### src/rtl/vit_seq_pkg.sv
// Shared state encoding and default widths for the Viterbi block sequencer.
package vit_seq_pkg;

  localparam int VS_DATA_W  = 32;
  localparam int VS_CTRL_W  = 32;
  localparam int VS_LEN_W   = 16;
  localparam int VS_TIMEOUT = 4096;

  typedef logic [2:0] seq_state_t;

  localparam seq_state_t S_IDLE  = 3'd0;
  localparam seq_state_t S_CTRL  = 3'd1;
  localparam seq_state_t S_FEED  = 3'd2;
  localparam seq_state_t S_DRAIN = 3'd3;
  localparam seq_state_t S_FIN   = 3'd4;

endpackage

### src/rtl/vit_block_sequencer_if.sv
// Host, upstream source and decoder-side channels of the block sequencer.
interface vit_block_sequencer_if
  import vit_seq_pkg::*;
#(
  parameter int DATA_W = VS_DATA_W,
  parameter int CTRL_W = VS_CTRL_W,
  parameter int LEN_W  = VS_LEN_W
) ();

  logic              cfg_start;
  logic [CTRL_W-1:0] cfg_ctrl;
  logic [LEN_W-1:0]  cfg_len;
  logic [LEN_W-1:0]  cfg_exp;

  logic              src_valid;
  logic [DATA_W-1:0] src_data;
  logic              src_ready;

  logic              m_ctrl_tvalid;
  logic [CTRL_W-1:0] m_ctrl_tdata;
  logic              m_ctrl_tlast;
  logic              m_ctrl_tready;

  logic              m_in_tvalid;
  logic [DATA_W-1:0] m_in_tdata;
  logic              m_in_tlast;
  logic              m_in_tready;

  logic              s_out_tvalid;
  logic              s_out_tdata;
  logic              s_out_tlast;
  logic              s_out_tready;

  logic              bit_valid;
  logic              bit_data;
  logic              busy;
  logic              done;
  logic              err_len;
  logic              err_timeout;
  logic [LEN_W-1:0]  out_count;

  // The sequencer itself
  modport master (
    input  cfg_start, cfg_ctrl, cfg_len, cfg_exp,
    input  src_valid, src_data,
    input  m_ctrl_tready, m_in_tready,
    input  s_out_tvalid, s_out_tdata, s_out_tlast,
    output src_ready,
    output m_ctrl_tvalid, m_ctrl_tdata, m_ctrl_tlast,
    output m_in_tvalid, m_in_tdata, m_in_tlast,
    output s_out_tready,
    output bit_valid, bit_data, busy, done, err_len, err_timeout, out_count
  );

  // Host, source and decoder around it
  modport slave (
    output cfg_start, cfg_ctrl, cfg_len, cfg_exp,
    output src_valid, src_data,
    output m_ctrl_tready, m_in_tready,
    output s_out_tvalid, s_out_tdata, s_out_tlast,
    input  src_ready,
    input  m_ctrl_tvalid, m_ctrl_tdata, m_ctrl_tlast,
    input  m_in_tvalid, m_in_tdata, m_in_tlast,
    input  s_out_tready,
    input  bit_valid, bit_data, busy, done, err_len, err_timeout, out_count
  );

endinterface

### src/rtl/vit_seq_watchdog.sv
// Idle-cycle counter: expires after TIMEOUT consecutive enabled cycles without a clear.
module vit_seq_watchdog
  import vit_seq_pkg::*;
#(
  parameter int TIMEOUT = VS_TIMEOUT
) (
  input  logic clk,
  input  logic rst,
  input  logic i_clear,
  input  logic i_enable,
  output logic o_expire
);

  localparam int             CNT_W = (TIMEOUT > 1) ? $clog2(TIMEOUT) : 1;
  localparam logic [CNT_W-1:0] LIMIT = CNT_W'(TIMEOUT - 1);
  localparam logic [CNT_W-1:0] ONE   = CNT_W'(1);

  logic [CNT_W-1:0] r_cnt;

  // Holds at LIMIT so a stalled enable never wraps back to zero
  always_ff @(posedge clk or negedge rst) begin
    if (!rst) begin
      r_cnt <= '0;
    end else if (i_clear) begin
      r_cnt <= '0;
    end else if (i_enable && (r_cnt != LIMIT)) begin
      r_cnt <= r_cnt + ONE;
    end
  end

  assign o_expire = i_enable && (r_cnt == LIMIT);

endmodule

### src/rtl/vit_block_sequencer.sv
// Drives one decoding block through the decoder: control word, cfg_len input words,
// then drains decoded bits until output tlast, reporting count and error flags.
module vit_block_sequencer
  import vit_seq_pkg::*;
#(
  parameter int DATA_W  = VS_DATA_W,
  parameter int CTRL_W  = VS_CTRL_W,
  parameter int LEN_W   = VS_LEN_W,
  parameter int TIMEOUT = VS_TIMEOUT
) (
  input  logic                  clk,
  input  logic                  rst,
  vit_block_sequencer_if.master bus
);

  localparam logic [LEN_W-1:0] LEN_ONE = LEN_W'(1);

  function automatic logic [LEN_W-1:0] sat_inc(input logic [LEN_W-1:0] v);
    return (&v) ? v : v + LEN_ONE;
  endfunction

  seq_state_t        r_state;
  seq_state_t        w_state_nxt;
  logic [CTRL_W-1:0] r_ctrl;
  logic [LEN_W-1:0]  r_len;
  logic [LEN_W-1:0]  r_exp;
  logic [LEN_W-1:0]  r_in_cnt;
  logic [LEN_W-1:0]  r_out_cnt;
  logic [LEN_W-1:0]  w_out_cnt_nxt;
  logic              r_bit_valid;
  logic              r_bit_data;
  logic              r_err_len;
  logic              r_err_timeout;
  logic              w_ctrl;
  logic              w_feed;
  logic              w_drain;
  logic              w_start;
  logic              w_ctrl_hs;
  logic              w_in_hs;
  logic              w_in_last;
  logic              w_out_hs;
  logic              w_out_last;
  logic              w_wd_clear;
  logic              w_wd_enable;
  logic              w_expire;
  logic              w_timeout;
  logic [DATA_W-1:0] w_in_data;

  assign w_ctrl  = (r_state == S_CTRL);
  assign w_feed  = (r_state == S_FEED);
  assign w_drain = (r_state == S_DRAIN);

  assign w_start       = (r_state == S_IDLE) && bus.cfg_start && (bus.cfg_len != '0);
  assign w_ctrl_hs     = w_ctrl && bus.m_ctrl_tready;
  assign w_in_hs       = w_feed && bus.src_valid && bus.m_in_tready;
  assign w_in_last     = w_feed && (r_in_cnt == (r_len - LEN_ONE));
  assign w_out_hs      = (w_feed || w_drain) && bus.s_out_tvalid;
  assign w_out_last    = w_out_hs && bus.s_out_tlast;
  assign w_out_cnt_nxt = sat_inc(r_out_cnt);
  assign w_in_data     = bus.src_data;

  // A handshake on the expiring cycle counts as activity, so it wins over the abort
  assign w_timeout   = w_expire && !w_in_hs && !w_out_hs;
  assign w_wd_enable = w_feed || w_drain;
  assign w_wd_clear  = w_in_hs || w_out_hs || (w_state_nxt != r_state);

  vit_seq_watchdog #(
    .TIMEOUT (TIMEOUT)
  ) u_watchdog (
    .clk      (clk),
    .rst      (rst),
    .i_clear  (w_wd_clear),
    .i_enable (w_wd_enable),
    .o_expire (w_expire)
  );

  always_comb begin
    w_state_nxt = r_state;
    case (r_state)
      S_IDLE:  if (w_start) w_state_nxt = S_CTRL;
      S_CTRL:  if (w_ctrl_hs) w_state_nxt = S_FEED;
      S_FEED: begin
        if (w_out_last || w_timeout) begin
          w_state_nxt = S_FIN;
        end else if (w_in_hs && w_in_last) begin
          w_state_nxt = S_DRAIN;
        end
      end
      S_DRAIN: if (w_out_last || w_timeout) w_state_nxt = S_FIN;
      S_FIN:   w_state_nxt = S_IDLE;
      default: w_state_nxt = S_IDLE;
    endcase
  end

  always_ff @(posedge clk or negedge rst) begin
    if (!rst) begin
      r_state       <= S_IDLE;
      r_in_cnt      <= '0;
      r_out_cnt     <= '0;
      r_bit_valid   <= 1'b0;
      r_bit_data    <= 1'b0;
      r_err_len     <= 1'b0;
      r_err_timeout <= 1'b0;
    end else begin
      r_state     <= w_state_nxt;
      r_bit_valid <= w_out_hs;
      if (w_out_hs) begin
        r_bit_data <= bus.s_out_tdata;
      end
      if (w_start) begin
        r_in_cnt      <= '0;
        r_out_cnt     <= '0;
        r_err_len     <= 1'b0;
        r_err_timeout <= 1'b0;
      end else begin
        if (w_in_hs) begin
          r_in_cnt <= r_in_cnt + LEN_ONE;
        end
        if (w_out_hs) begin
          r_out_cnt <= w_out_cnt_nxt;
        end
        // The tlast beat is part of the count being judged
        if (w_out_last && (w_out_cnt_nxt != r_exp)) begin
          r_err_len <= 1'b1;
        end
        if (w_timeout) begin
          r_err_timeout <= 1'b1;
        end
      end
    end
  end

  // Block parameters captured at start; only observed outside IDLE
  always_ff @(posedge clk) begin
    if (w_start) begin
      r_ctrl <= bus.cfg_ctrl;
      r_len  <= bus.cfg_len;
      r_exp  <= bus.cfg_exp;
    end
  end

  assign bus.m_ctrl_tvalid = w_ctrl;
  assign bus.m_ctrl_tdata  = w_ctrl ? r_ctrl : '0;
  assign bus.m_ctrl_tlast  = w_ctrl;

  assign bus.m_in_tvalid = w_feed && bus.src_valid;
  assign bus.m_in_tdata  = w_feed ? w_in_data : '0;
  assign bus.m_in_tlast  = w_in_last;
  assign bus.src_ready   = w_feed && bus.m_in_tready;

  assign bus.s_out_tready = w_feed || w_drain;

  assign bus.bit_valid   = r_bit_valid;
  assign bus.bit_data    = r_bit_data;
  assign bus.busy        = (r_state != S_IDLE);
  assign bus.done        = (r_state == S_FIN);
  assign bus.err_len     = r_err_len;
  assign bus.err_timeout = r_err_timeout;
  assign bus.out_count   = r_out_cnt;

endmodule

### src/flat_wrapper.sv
// flat-port wrapper written by rule: the top's interface ports become plain ports
module vit_block_sequencer_flat import vit_seq_pkg::*;
#(
  parameter int DATA_W  = VS_DATA_W,
  parameter int CTRL_W  = VS_CTRL_W,
  parameter int LEN_W   = VS_LEN_W,
  parameter int TIMEOUT = VS_TIMEOUT
)
  (clk, rst, bus_cfg_start, bus_cfg_ctrl, bus_cfg_len, bus_cfg_exp, bus_src_valid, bus_src_data, bus_m_ctrl_tready, bus_m_in_tready, bus_s_out_tvalid, bus_s_out_tdata, bus_s_out_tlast, bus_src_ready, bus_m_ctrl_tvalid, bus_m_ctrl_tdata, bus_m_ctrl_tlast, bus_m_in_tvalid, bus_m_in_tdata, bus_m_in_tlast, bus_s_out_tready, bus_bit_valid, bus_bit_data, bus_busy, bus_done, bus_err_len, bus_err_timeout, bus_out_count);
  vit_block_sequencer_if #(.DATA_W(DATA_W), .CTRL_W(CTRL_W), .LEN_W(LEN_W)) bus_i ();
  input  logic clk;
  input  logic rst;
  input wire logic [$bits(bus_i.cfg_start)-1:0] bus_cfg_start;
  input wire logic [$bits(bus_i.cfg_ctrl)-1:0] bus_cfg_ctrl;
  input wire logic [$bits(bus_i.cfg_len)-1:0] bus_cfg_len;
  input wire logic [$bits(bus_i.cfg_exp)-1:0] bus_cfg_exp;
  input wire logic [$bits(bus_i.src_valid)-1:0] bus_src_valid;
  input wire logic [$bits(bus_i.src_data)-1:0] bus_src_data;
  input wire logic [$bits(bus_i.m_ctrl_tready)-1:0] bus_m_ctrl_tready;
  input wire logic [$bits(bus_i.m_in_tready)-1:0] bus_m_in_tready;
  input wire logic [$bits(bus_i.s_out_tvalid)-1:0] bus_s_out_tvalid;
  input wire logic [$bits(bus_i.s_out_tdata)-1:0] bus_s_out_tdata;
  input wire logic [$bits(bus_i.s_out_tlast)-1:0] bus_s_out_tlast;
  output wire logic [$bits(bus_i.src_ready)-1:0] bus_src_ready;
  output wire logic [$bits(bus_i.m_ctrl_tvalid)-1:0] bus_m_ctrl_tvalid;
  output wire logic [$bits(bus_i.m_ctrl_tdata)-1:0] bus_m_ctrl_tdata;
  output wire logic [$bits(bus_i.m_ctrl_tlast)-1:0] bus_m_ctrl_tlast;
  output wire logic [$bits(bus_i.m_in_tvalid)-1:0] bus_m_in_tvalid;
  output wire logic [$bits(bus_i.m_in_tdata)-1:0] bus_m_in_tdata;
  output wire logic [$bits(bus_i.m_in_tlast)-1:0] bus_m_in_tlast;
  output wire logic [$bits(bus_i.s_out_tready)-1:0] bus_s_out_tready;
  output wire logic [$bits(bus_i.bit_valid)-1:0] bus_bit_valid;
  output wire logic [$bits(bus_i.bit_data)-1:0] bus_bit_data;
  output wire logic [$bits(bus_i.busy)-1:0] bus_busy;
  output wire logic [$bits(bus_i.done)-1:0] bus_done;
  output wire logic [$bits(bus_i.err_len)-1:0] bus_err_len;
  output wire logic [$bits(bus_i.err_timeout)-1:0] bus_err_timeout;
  output wire logic [$bits(bus_i.out_count)-1:0] bus_out_count;
  assign bus_i.cfg_start = bus_cfg_start;
  assign bus_i.cfg_ctrl = bus_cfg_ctrl;
  assign bus_i.cfg_len = bus_cfg_len;
  assign bus_i.cfg_exp = bus_cfg_exp;
  assign bus_i.src_valid = bus_src_valid;
  assign bus_i.src_data = bus_src_data;
  assign bus_i.m_ctrl_tready = bus_m_ctrl_tready;
  assign bus_i.m_in_tready = bus_m_in_tready;
  assign bus_i.s_out_tvalid = bus_s_out_tvalid;
  assign bus_i.s_out_tdata = bus_s_out_tdata;
  assign bus_i.s_out_tlast = bus_s_out_tlast;
  assign bus_src_ready = bus_i.src_ready;
  assign bus_m_ctrl_tvalid = bus_i.m_ctrl_tvalid;
  assign bus_m_ctrl_tdata = bus_i.m_ctrl_tdata;
  assign bus_m_ctrl_tlast = bus_i.m_ctrl_tlast;
  assign bus_m_in_tvalid = bus_i.m_in_tvalid;
  assign bus_m_in_tdata = bus_i.m_in_tdata;
  assign bus_m_in_tlast = bus_i.m_in_tlast;
  assign bus_s_out_tready = bus_i.s_out_tready;
  assign bus_bit_valid = bus_i.bit_valid;
  assign bus_bit_data = bus_i.bit_data;
  assign bus_busy = bus_i.busy;
  assign bus_done = bus_i.done;
  assign bus_err_len = bus_i.err_len;
  assign bus_err_timeout = bus_i.err_timeout;
  assign bus_out_count = bus_i.out_count;
  vit_block_sequencer #(.DATA_W(DATA_W), .CTRL_W(CTRL_W), .LEN_W(LEN_W), .TIMEOUT(TIMEOUT)) u_core (.clk(clk), .rst(rst), .bus(bus_i));
endmodule
### config.mk
export PLATFORM = sky130hd
export DESIGN_NAME = vit_block_sequencer_flat
export DESIGN_NICKNAME = d
export VERILOG_FILES = /design/src/rtl/vit_seq_pkg.sv /design/src/rtl/vit_block_sequencer_if.sv /design/src/rtl/vit_seq_watchdog.sv /design/src/rtl/vit_block_sequencer.sv /design/src/flat_wrapper.sv
export SDC_FILE = /design/constraint.sdc
export NUM_CORES = 1
export LEC_CHECK = 0
export CORE_AREA = 5 5 131 133
export CTS_CLUSTER_SIZE = 16
export DETAILED_ROUTE_END_ITERATION = 6
export DIE_AREA = 0 0 136 138
export PLACE_DENSITY = 0.77
export SKIP_CTS_REPAIR_TIMING = 1
export SLEW_MARGIN = 10
export SYNTH_ARGS = -nofsm -noshare
export SYNTH_HDL_FRONTEND = slang
export SYNTH_SLANG_ARGS = --single-unit
### constraint.sdc
create_clock -name clk -period 4.04 [get_ports clk]
set_clock_uncertainty 0.15 [all_clocks]
set_input_delay 1.01 -clock clk [delete_from_list [all_inputs] [get_ports clk]]
set_output_delay 1.01 -clock clk [all_outputs]
set_load 0.05 [all_outputs]
==> impl_metrics.toml, run 1 <==
[setup_path]
cp_data_arrival_time_ps = 2710
path_buf_inv = 3
crit_fanout = 4
start_kind = "register"
reg2reg_to = "u_core.r_state[0]"
end_kind = "output port"
crit_type = "register to output port"
ff2ff_setup_slack_ps = 1210
path_cells = "inv_1 > ha_4 > or3b_1 > nor4_1 > nand3b_1 > nand4b_1 > a2111oi_4 > buf_4 > buf_12"
slowest_delay_ps = 430
reg2regPathDepth = 9
crit_family = "simple AND/OR/NAND/NOR gates"
crit_required_ps = 2880
slowest_stage = "edfxtp_1"
r2r_start = "u_core.r_len[2]"

[global_route]
grt_pass1_wl_mm = 25.59
antenna_found_initial = 0
gr-usage-met3 = 0.06060
grt-ovfl-total = 0
use_met1 = 0.2084
grt_max_degree = 54
use_met2 = 0.2842
grt-busiest-layer = "met2"
grt_pass1_vias = 4975
gr-usage-all-layers = 0.1706

[power]
leakagePower_nw = 3.394
peakVddDrop_mv = 0.3686
power.density_nw_per_um2 = 584.0
finalPower_mw = 5.228

[routing]
wl_mm = 16.32
dr.first_iter.drc_count = 301
vias_per_cell = 5.082
first_pass_iters = 6
route.detailed.drc = 0
wl_per_cell_um = 16.12
vias = 5143
ant_nets = 0

[placement]
placedCellCount = 974
post-place-ws_ps = 458.7
placed_cell_area_sq_um = 8295
hpwlAfterDp_mm = 11.92
place_congestion = 0.8686
numPortBuffers = 196

[clocking]
clk_latency_ps = 410
cts_tree = "yes"
cts_root_buf = "clkbuf_16"
cts_buffers = 17
clk_path_buf_depth = 2
htree_levels = 4
clock-sinks = 115
clkTransAtPathRegs_ps = 60

[sta]
relSlewSlack = 0.4361
hold_violations = 0
whs_ps = 338.5
slew_violations = 0
period_share = 0.9575
worst_slack_ps = 171.8
tightest_slew_ps = 845.8
setup_viol = 0
finalSetupTns_ps = 0
rsz0062_at_grt = "false"
final.min_clock_period_ps = 3868
max_freq_ghz = 0.2585

[finish]
antenna_cells = 0
syn2layout_area_growth_pct = 45.14
final_common_cell = "clkdlybuf4s50_1"
drive_above_1_share = 0.1482
finish.utilization = 0.5697
fin_nets = 892
fin_area_sq_um = 8951
fin_cells = 1012
layout_common_cells = "clkdlybuf4s50_1 (160), and2_1 (67), edfxtp_1 (64)"

[floorplanning]
die_w_um = 136
dieArea_sq_um = 18770
row_count = 46
start_util = 0.3925
pin_count = 197
core_sq_um = 15710
chipHeight_um = 138

[yosys]
ys_warn_count = 0
synth_compound_area_frac = 0.08298
ys_seq_area_frac = 0.5186
muxShareOfSynthArea = 0.005072
synth_top_family_by_area = "simple AND/OR/NAND/NOR gates"
async_flop_share = 0.4435
syn_area_per_cell_sq_um = 10.78
synth_edf_count = 64
ys_seq_elements = 115
synth_nets = 681
ys.flop_type = "edfxtp_1"
netlist_instances = 572
synthAdderAreaFrac = 0.008115
yosys.area_share.xor_xnor = 0.09515
ys_types = 69
netlist_area_sq_um = 6167
yosys.area_share.simple = 0.2666

[run_status]
status = "finished clean"

[hold_path]
hold_end = "u_core.bus.bit_data"
worstHoldPathCells = 2
worstHoldPathType = "register to register"
min-delay-start = "u_core.bus.bit_data"

[run]
maxCapViolations = 0
## Yosys cell counts, drive strengths merged, types with 5 or more instances
cell | instances | area share
and2 | 68 | 0.069
nor2 | 68 | 0.054
edfxtp | 64 | 0.31
dfrtp | 51 | 0.21
xnor2 | 45 | 0.064
nand2 | 28 | 0.017
nand3 | 25 | 0.021
o21ai | 25 | 0.020
xor2 | 22 | 0.031
nand4 | 20 | 0.021
nor3 | 14 | 0.014
and3 | 13 | 0.013
clkbuf | 12 | 0.0073
a21oi | 11 | 0.0089
nor4 | 11 | 0.015
a31oi | 10 | 0.010
inv | 9 | 0.0059
buf | 8 | 0.010
and4 | 5 | 0.0071
nor3b | 5 | 0.011
o31ai | 5 | 0.0069
## worst max path at each step
stage                    start                          to  slack, ps  cells past startpoint
4_1_cts        u_core.r_len[0]              bus_m_in_tlast         50                      9
6_report       u_core.r_len[0]              bus_m_in_tlast        170                      9
3_3_place_gp   bus_cfg_len[10]  u_core.u_watchdog.r_cnt[1]        520                      7
5_1_grt        u_core.r_len[0]              bus_m_in_tlast          3                      9
3_5_place_dp   bus_cfg_len[10]  u_core.u_watchdog.r_cnt[1]        460                      7
2_1_floorplan   bus_cfg_len[0]            u_core.r_ctrl[0]        100                      5
## kinds of logic after synthesis
family	after synthesis
multiplexers	3
XOR/XNOR	67
flip-flops	115
AO/OA/AOI/OAI	77
AND/OR/NAND/NOR	277
buffers and inverters	29
adder cells (fa/ha/maj)	4
## sequential cells by signal, summed over array words and instances, names as in the netlist, 3 cells and up
| name | count |
|---|---|
| u_core.u_watchdog.r_cnt | 12 |
| u_core.r_in_cnt | 16 |
| u_core.r_len | 16 |
| u_core.r_exp | 16 |
| u_core.bus.out_count | 16 |
| u_core.r_ctrl | 32 |
| u_core.r_state | 3 |
## where the power goes
group / internal, mW / total (mW) / switching (mW)
Sequential: 1.47 / 1.62 / 0.149
Combinational: 0.735 / 2.14 / 1.40
Clock: 0.914 / 1.47 / 0.555
Total: 3.12 / 5.23 / 2.11
## area by class of cell
cell class                 count  area, sq um
fill                        1332         6761
sequential                   115         3198
multi-input combinational    429         2872
timing repair buffer         211         1994
clock buffer                  18        429.2
tap                          216        270.3
clock inverter                14        151.4
inverter                       9        36.28
## routing by layer
layer  up-vias  routed length, um
li1       2487                  -
met1      2408               6533
met2       226               8054
met3        22               1533
met4         0                195
met5         -                  0
## worst min-delay path, cell delays in order, from the launching register on
cell and delay [ps]:
dfrtp_1 340, nand2_1 50, nand2_1 60
No activity file was read; power rests on OpenSTA's default activity.
==> run 2: changes to the inputs <==
Clock period 4.04 ns to 3.87 ns, I/O delays scaled along.
==> run 2 against run 1 <==
Compared with the run above:
- combinational power grew 7%
- clock power grew 5%
- register-to-register slack lost 120 ps
- utilization grew 0.46 points
- routed wire length grew 3.7%
- flip-flop and latch count is the same
==> impl_metrics.toml, run 2 (synthesis results as in run 1) <==
[run]
maxCapViolations = 0

[finish]
largest_reg_flops = 32
final_common_cell = "clkdlybuf4s50_1"
syn2layout_area_growth_pct = 46.32
drive_above_1_share = 0.1227
finish.utilization = 0.5743
fin_area_sq_um = 9024
fin_nets = 895
layout_common_cells = "clkdlybuf4s50_1 (184), and2_1 (67), edfxtp_1 (64)"
antenna_cells = 0
final.fill_count = 1329
top_register = "u_core.r_ctrl"
fin_cells = 1015

[placement]
placed_cell_area_sq_um = 8377
hpwlAfterDp_mm = 12.15
place_congestion = 0.9225
numPortBuffers = 196
placedCellCount = 976
post-place-ws_ps = 319.9

[routing]
route.detailed.drc = 0
first_pass_iters = 6
wl_mm = 16.93
vias = 5238
vias_per_cell = 5.161
dr.first_iter.drc_count = 387
wl_per_cell_um = 16.67
ant_nets = 0

[sta]
worst_slack_ps = 3.151
tightest_slew_ps = 639.7
slew_violations = 0
hold_violations = 0
setup_viol = 0
period_share = 0.9992
relSlewSlack = 0.5709
max_freq_ghz = 0.2586
final.min_clock_period_ps = 3867
whs_ps = 332.6
finalSetupTns_ps = 0

[setup_path]
end_kind = "output port"
slowest_stage = "edfxtp_1"
crit_fanout = 4
slowest_delay_ps = 440
start_kind = "register"
crit_required_ps = 2750
path_cells = "inv_2 > ha_4 > or3b_1 > nor4_1 > nand3b_1 > nand4b_1 > a2111oi_2 > buf_4 > buf_12"
cp_data_arrival_time_ps = 2750
crit_type = "register to output port"

[power]
power.density_nw_per_um2 = 612.1
leakagePower_nw = 3.355
peakVddDrop_mv = 0.4366
finalPower_mw = 5.523

[clocking]
clk_path_buf_depth = 2
cts_root_buf = "clkbuf_16"
clock-sinks = 115
cts_tree = "yes"
clkTransAtPathRegs_ps = 60
htree_levels = 4
clk_latency_ps = 420
cts_buffers = 17

[global_route]
grt_max_degree = 52
grt-ovfl-total = 0
gr-usage-all-layers = 0.1757
grt_pass1_wl_mm = 26.33
grt_pass1_vias = 4993
antenna_found_initial = 0

[floorplanning]
die_w_um = 136
pin_count = 197
core_sq_um = 15710
row_count = 46
start_util = 0.3925
chipHeight_um = 138
dieArea_sq_um = 18770

[run_status]
status = "finished clean"

[hold_path]
worstHoldPathType = "register to register"
-- run 2: changes by cell type in the layout (fill, tap and decap cells not counted), sizes merged --
cell,previous run,this run
buf,51,30
clkinv,5,3
inv,14,16
clkdlybuf4s50,160,184
clkinvlp,2,3
bufinv,2,1
-- run 2: power breakdown --
group / leakage, nW / switching [mW] / internal (mW) / total (mW)
logic: 1.78 / 1.48 / 0.804 / 2.28
registers: 1.30 / 0.160 / 1.54 / 1.70
clock network: 0.274 / 0.639 / 0.905 / 1.54
-- run 2: final timing paths --
check	slack, ps	cells past startpoint	start	to
setup / recovery	3	9	u_core.r_len[0]	bus_m_in_tlast
hold reg to reg	330	2	u_core.bus.bit_data	u_core.bus.bit_data
hold / removal	330	2	u_core.bus.bit_data	u_core.bus.bit_data
setup reg to reg	1090	8	u_core.bus.out_count[0]	u_core.bus.err_len
max in group asynchronous	2400	2	rst	u_core.bus.bit_valid
min in group asynchronous	400	1	rst	u_core.u_watchdog.r_cnt[2]
-- run 2: critical path: cells and delay by family (launching register included) --
kind	cells	cell delay, ps
compound gates	1	310
simple gates	4	990
fa+ha+maj	1	160
buf+inv	3	430
flops	1	440
-- run 2: layout make-up --
type | instances | area (sq um) | area share
clock inverter | 14 | 147.6 | 0.01636
timing repair buffer | 214 | 2077 | 0.2302
tap | 216 | 270.3 | 0.02995
multi-input combinational | 429 | 2865 | 0.3175
inverter | 9 | 36.28 | 0.004021
clock buffer | 18 | 429.2 | 0.04756
sequential | 115 | 3198 | 0.3544
-- run 2: metal layers --
metal / GRT usage / wire [um] / share of wire / vias to the layer above
li1: - / - / - / 2493
met3: 0.06640 / 1746 / 0.10 / 35
met1: 0.2108 / 6548 / 0.39 / 2456
met2: 0.2881 / 8282 / 0.49 / 254
met5: 0 / 0 / 0 / -
met4: 0.06207 / 349 / 0.021 / 0
